`src/rtl/bkm_pkg.sv`:
```
// Shared encodings for the BKM step sequencer: FSM states, digit codes,
// mode/format codes and the iteration-index width (`LOG2N, default 6).
`ifndef LOG2N
`define LOG2N 6
`endif

package bkm_pkg;
  localparam int LOG2N = `LOG2N;

  typedef enum logic [1:0] {
    S_IDLE = 2'd0,
    S_RUN  = 2'd1,
    S_DONE = 2'd2
  } seq_state_e;

  localparam logic [1:0] DIG_NEG  = 2'b11;
  localparam logic [1:0] DIG_ZERO = 2'b00;
  localparam logic [1:0] DIG_POS  = 2'b01;
  localparam logic [1:0] DIG_ILL  = 2'b10;

  typedef enum logic {
    MODE_E = 1'b0,
    MODE_L = 1'b1
  } bkm_mode_e;

  typedef enum logic [1:0] {
    FMT_SP = 2'd0,
    FMT_DP = 2'd1,
    FMT_EP = 2'd2,
    FMT_QP = 2'd3
  } bkm_fmt_e;

  function automatic logic dig_illegal(input logic [1:0] d);
    return d == DIG_ILL;
  endfunction
endpackage

```
`src/rtl/bkm_iter_counter.sv`:
```
// BKM iteration index: clears on accept, advances per update and saturates
// at N_ITER-1 so the final index stays visible until the next operand.
module bkm_iter_counter
  import bkm_pkg::*;
#(
  parameter int N_ITER = 64
) (
  input  logic             clk,
  input  logic             arst,
  input  logic             en,
  input  logic             clr,
  input  logic             inc,
  output logic [LOG2N-1:0] n,
  output logic             last
);

  assign last = (n == LOG2N'(N_ITER - 1));

  always_ff @(posedge clk or negedge arst) begin
    if (!arst) begin
      n <= '0;
    end else if (en) begin
      if (clr)             n <= '0;
      else if (inc && !last) n <= n + 1'b1;
    end
  end

endmodule

```
`src/rtl/bkm_step_sequencer.sv`:
```
// Sequences the combinational BKM step datapath through N_ITER iterations.
// Options: BKM_SEQ_STEP_REG_EN (two-cycle iterations), RTL_DEBUG (dig_err).
module bkm_step_sequencer
  import bkm_pkg::*;
#(
  parameter int W      = 64,
  parameter int N_ITER = 64
) (
  input  logic             clk,
  input  logic             arst,
  input  logic             enable,
  input  logic             in_valid,
  output logic             in_ready,
  input  logic             in_mode,
  input  logic [1:0]       in_format,
  input  logic [W-1:0]     in_u0,
  input  logic [W-1:0]     in_v0,
  input  logic [1:0]       sel_d_u_n,
  input  logic [1:0]       sel_d_v_n,
  output logic             step_mode,
  output logic [1:0]       step_format,
  output logic [LOG2N-1:0] step_n,
  output logic [1:0]       step_d_u_n,
  output logic [1:0]       step_d_v_n,
  output logic [W-1:0]     step_u_n,
  output logic [W-1:0]     step_v_n,
  input  logic [W-1:0]     step_u_np1,
  input  logic [W-1:0]     step_v_np1,
  output logic             out_valid,
  input  logic             out_ready,
  output logic [W-1:0]     out_u,
  output logic [W-1:0]     out_v,
`ifdef RTL_DEBUG
  output logic             dig_err,
`endif
  output logic             busy
);

  seq_state_e   state, state_nxt;
  logic [W-1:0] u_q, v_q;
  bkm_mode_e    mode_q;
  bkm_fmt_e     fmt_q;
  logic         accept, upd, last;

  assign accept = (state == S_IDLE) && in_valid && enable;

`ifdef BKM_SEQ_STEP_REG_EN
  // Phase 0 presents u_n/v_n to a registered step block, phase 1 samples its result.
  logic phase;
  always_ff @(posedge clk or negedge arst) begin
    if (!arst)       phase <= 1'b0;
    else if (enable) phase <= (state == S_RUN) ? ~phase : 1'b0;
  end
  assign upd = (state == S_RUN) && phase;
`else
  assign upd = (state == S_RUN);
`endif

  bkm_iter_counter #(.N_ITER(N_ITER)) u_cnt (
    .clk  (clk),
    .arst (arst),
    .en   (enable),
    .clr  (accept),
    .inc  (upd),
    .n    (step_n),
    .last (last)
  );

  always_comb begin
    state_nxt = state;
    case (state)
      S_IDLE:  if (in_valid)    state_nxt = S_RUN;
      S_RUN:   if (upd && last) state_nxt = S_DONE;
      S_DONE:  if (out_ready)   state_nxt = S_IDLE;
      default:                  state_nxt = S_IDLE;
    endcase
  end

  always_ff @(posedge clk or negedge arst) begin
    if (!arst)       state <= S_IDLE;
    else if (enable) state <= state_nxt;
  end

  always_ff @(posedge clk or negedge arst) begin
    if (!arst) begin
      u_q    <= '0;
      v_q    <= '0;
      mode_q <= MODE_E;
      fmt_q  <= FMT_SP;
    end else if (enable) begin
      if (accept) begin
        u_q    <= in_u0;
        v_q    <= in_v0;
        mode_q <= bkm_mode_e'(in_mode);
        fmt_q  <= bkm_fmt_e'(in_format);
      end else if (upd) begin
        u_q <= step_u_np1;
        v_q <= step_v_np1;
      end
    end
  end

  assign in_ready    = (state == S_IDLE);
  assign out_valid   = (state == S_DONE);
  assign busy        = (state != S_IDLE);
  assign step_mode   = mode_q;
  assign step_format = fmt_q;
  assign step_u_n    = u_q;
  assign step_v_n    = v_q;
  assign out_u       = u_q;
  assign out_v       = v_q;
  assign step_d_u_n  = sel_d_u_n;
  assign step_d_v_n  = sel_d_v_n;

`ifdef RTL_DEBUG
  assign dig_err = upd && enable && (dig_illegal(sel_d_u_n) || dig_illegal(sel_d_v_n));
`endif

endmodule

```
`config.mk`:
```
export PLATFORM = sky130hd
export DESIGN_NAME = bkm_step_sequencer
export DESIGN_NICKNAME = d
export VERILOG_FILES = /design/src/rtl/bkm_pkg.sv /design/src/rtl/bkm_iter_counter.sv /design/src/rtl/bkm_step_sequencer.sv
export SDC_FILE = /design/constraint.sdc
export NUM_CORES = 1
export LEC_CHECK = 0
export CORE_AREA = 2 2 210 212
export DETAILED_ROUTE_END_ITERATION = 10
export DIE_AREA = 0 0 212 214
export PLACE_DENSITY = 0.51
export SETUP_SLACK_MARGIN = 0.15
export SYNTH_ARGS = -nofsm -noshare
export SYNTH_HDL_FRONTEND = slang
export SYNTH_SLANG_ARGS = --single-unit
```
`constraint.sdc`:
```
create_clock -name clk -period 1.5 [get_ports clk]
set_input_delay 0.225 -clock clk [delete_from_list [all_inputs] [get_ports clk]]
set_output_delay 0.225 -clock clk [all_outputs]
set_load 0.005 [all_outputs]
```
==> results of run 1 <==
[routing by layer]
| metal | part of all wire | wire (microns) | vias to the layer above | GRT usage |
|---|---|---|---|---|
| met5 | 0.0023 | 84 | - | 0 |
| met4 | 0.023 | 824 | 12 | 0.05376 |
| met3 | 0.078 | 2860 | 51 | 0.04515 |
| met2 | 0.52 | 18820 | 389 | 0.2742 |
| met1 | 0.38 | 13900 | 3936 | 0.1738 |
| li1 | - | - | 3766 | - |
[worst min-delay path by stage]
stage,start,endpoint,depth (start not counted)
finish,arst,out_u[38],2
CTS,arst,out_u[38],2
floorplan,arst,out_u[0],0
global placement,arst,out_u[38],1
detailed placement,arst,out_u[38],1
global route,arst,out_u[38],2
[cell usage in the layout (no fill, tap or decap), drive strengths merged, types with 3 or more instances in the layout]
cell	netlist	final
nand3	129	129
nand2	144	144
clkinv	0	4
buf	187	360
clkdlybuf4s15	0	111
clkdlybuf4s50	0	262
mux2i	4	4
inv	4	4
clkbuf	4	62
dlygate4sd2	0	5
dfrtp	139	139
a22oi	128	128
o21ai	3	3
[metrics by stage]
step / instance area, sq um / std cells
after detailed placement: 12500 / 1728
after floorplan: 7330 / 762
after CTS: 14470 / 1935
after global routing: 15240 / 1965
final: 15240 / 1966
after global placement: 12500 / 1728
[worst reg2reg max path: stages (launching register included)]
cell      delay [ns]
dfrtp_2         0.41
buf_6           0.12
and4bb_4        0.35
buf_12          0.14
buf_16          0.20
a22oi_1         0.17
nand2_1         0.08
[repair_timing]
| action | 4_1_cts | 5_1_grt |
|---|---|---|
| hold buffers | 1 | 0 |
| cloned | 6 | 4 |
| pin swaps | 11 | 14 |
| gates resized for setup | 854 | 202 |
| endpoints found under the hold margin | 25 | 0 |
| setup endpoints to repair | 404 | 257 |
| buffers inserted | 169 | 26 |
[power breakdown]
| part | switching, mW | internal, mW | total [mW] |
|---|---|---|---|
| registers | 0.730 | 4.66 | 5.39 |
| clock network | 1.70 | 2.47 | 4.18 |
| logic | 3.26 | 5.35 | 8.61 |
[cell families after synthesis]
group,share of synthesized area
AOI/OAI and AO/OA,0.1533
DFF,0.4746
muxes,0.005463
and+or+nand+nor,0.1734
buffers and inverters,0.1915
adders and majority gates,0.001707
[sequential cells by signal, indices dropped and copies added, names as in the netlist]
| signal | flops |
|---|---|
| step_mode | 1 |
| out_u | 64 |
| step_format | 2 |
| state | 2 |
| u_cnt.n | 6 |
| out_v | 64 |
[area by class of cell]
| cell class | instances | area (sq um) |
|---|---|---|
| well taps | 585 | 732.0 |
| clock inverters | 8 | 95.09 |
| repair buffers | 778 | 7625 |
| clock buffers | 23 | 457.9 |
| inverters | 4 | 15.01 |
| diodes | 1 | 2.502 |
| flip-flops and latches | 139 | 3492 |
| fillers | 4376 | 27640 |
| multi-input cells | 428 | 2823 |
==> results.json, run 1 <==
{
  "power_density_mw_per_mm2": 1192,
  "syn-num-nets": 1031,
  "grt-ovfl-total": 0,
  "hold_slack_ns": 0.2536,
  "routabilityCongestion": 0.7972,
  "ys_ff_latch": 139,
  "p_total_mw": 18.17,
  "worst-path-stages": 6,
  "status": "finished with violations",
  "yosysWarnings": 0,
  "area_delta_synth_final_pct": 108.0,
  "reg2reg_from": "state[1]",
  "die_x_microns": 212,
  "wl_per_cell_microns": 18.56,
  "clockRootBuffer": "clkbuf_16",
  "synth_area_leaders": "dfrtp_1 47%, buf_4 14%, a22oi_1 11%",
  "ant_nets": 0,
  "drt_iter0_markers": 497,
  "portBuffers": 531,
  "routed_via_density": 4.148,
  "final_net_count": 1637,
  "r2r_slack_ns": -0.05,
  "hold_violations": 0,
  "critical-path-slowest-cell": "dfrtp_2",
  "drt-pass1-iter-count": 6,
  "final.setup.tns_ns": -1.552,
  "crit_end": "out_v[42]",
  "max-slew-margin-rel": 0.7530,
  "worst_slew_pin_slew_ns": 0.3705,
  "grt_pass1_vias": 8350,
  "syn_area_sq_mm": 0.007330,
  "yosysMostFrequentCell": "nand2_1",
  "setup_viol": 90,
  "endpoint_kind": "register",
  "reg2reg_depth": 6,
  "drive_above_1_share": 0.3826,
  "rows": 76,
  "tritoncts": "built",
  "cts_num_sinks": 139,
  "slowest_delay_ns": 0.41,
  "ys_seq_area_frac": 0.4746,
  "crit_buf_inv": 3,
  "synth_top_area_share": 0.4746,
  "period_share": 1.035,
  "htree_levels": 4,
  "place_hpwl_microns": 23970,
  "worst_r2r_endpoint": "out_v[42]",
  "clock_skew_ns": 0.009553,
  "min_path_type": "primary input to async pin",
  "ys_types": 31,
  "worstSetupStartpointType": "register",
  "p_leak_nw": 6.955,
  "netlist_instances": 762,
  "cts_buffers": 17,
  "routed_wl_microns": 36480,
  "grt_pass1_wl_microns": 52100,
  "die_h_microns": 214,
  "drv_cap": 0,
  "core_area_sq_mm": 0.04289,
  "antenna_found_initial": 7,
  "dp_slack_ns": -0.3648,
  "drv_slew": 0,
  "cp_max_fo": 34,
  "drc": 0,
  "critPathLaunch": "state[1]",
  "final_util": 0.3554,
  "clk_pin_slew_ns": 0.06,
  "violations": "negative setup slack",
  "io-pin-count": 540,
  "grtUsageTotal": 0.1541,
  "clk_latency_ns": 0.43,
  "critPathTopFamily": "buffers and inverters",
  "vias": 8154,
  "synth_area_per_cell_sq_um": 9.619,
  "path_cells": "buf_6 -> and4bb_4 -> buf_12 -> buf_16 -> a22oi_1 -> nand2_1",
  "arrival_ns": 1.92,
  "grt_max_degree": 61,
  "die_area_sq_mm": 0.04537,
  "irDropWorstVdd_mv": 0.6332,
  "async_flop_share": 1.000,
  "min_period_ns": 1.552,
  "synth_top_cell_by_area": "dfrtp_1",
  "synth_common_cells": "144 x nand2_1, 139 x dfrtp_1, 135 x buf_4",
  "synth_edf_count": 0,
  "fmax_mhz": 644.4,
  "setup_ws_ns": -0.05192,
  "worstSetupPathType": "register to register",
  "cp.required_ns": 1.86,
  "cts_buffer_depth": 2,
  "start_util": 0.1709,
  "rsz0062_at_grt": "yes",
  "synth_top_flop_cell": "dfrtp_1"
}
Note: power is estimated with default switching activity, not from simulation.
==> run 2, diff against run 1 <==
--- a/config.mk
+++ b/config.mk
@@ -6,6 +6,7 @@
 export NUM_CORES = 1
 export LEC_CHECK = 0
 export CORE_AREA = 2 2 210 212
+export CTS_CLUSTER_SIZE = 8
 export DETAILED_ROUTE_END_ITERATION = 10
 export DIE_AREA = 0 0 212 214
 export PLACE_DENSITY = 0.51
==> results of run 2 <==
Final layout, timing and power as in run 1 (identical DEF).
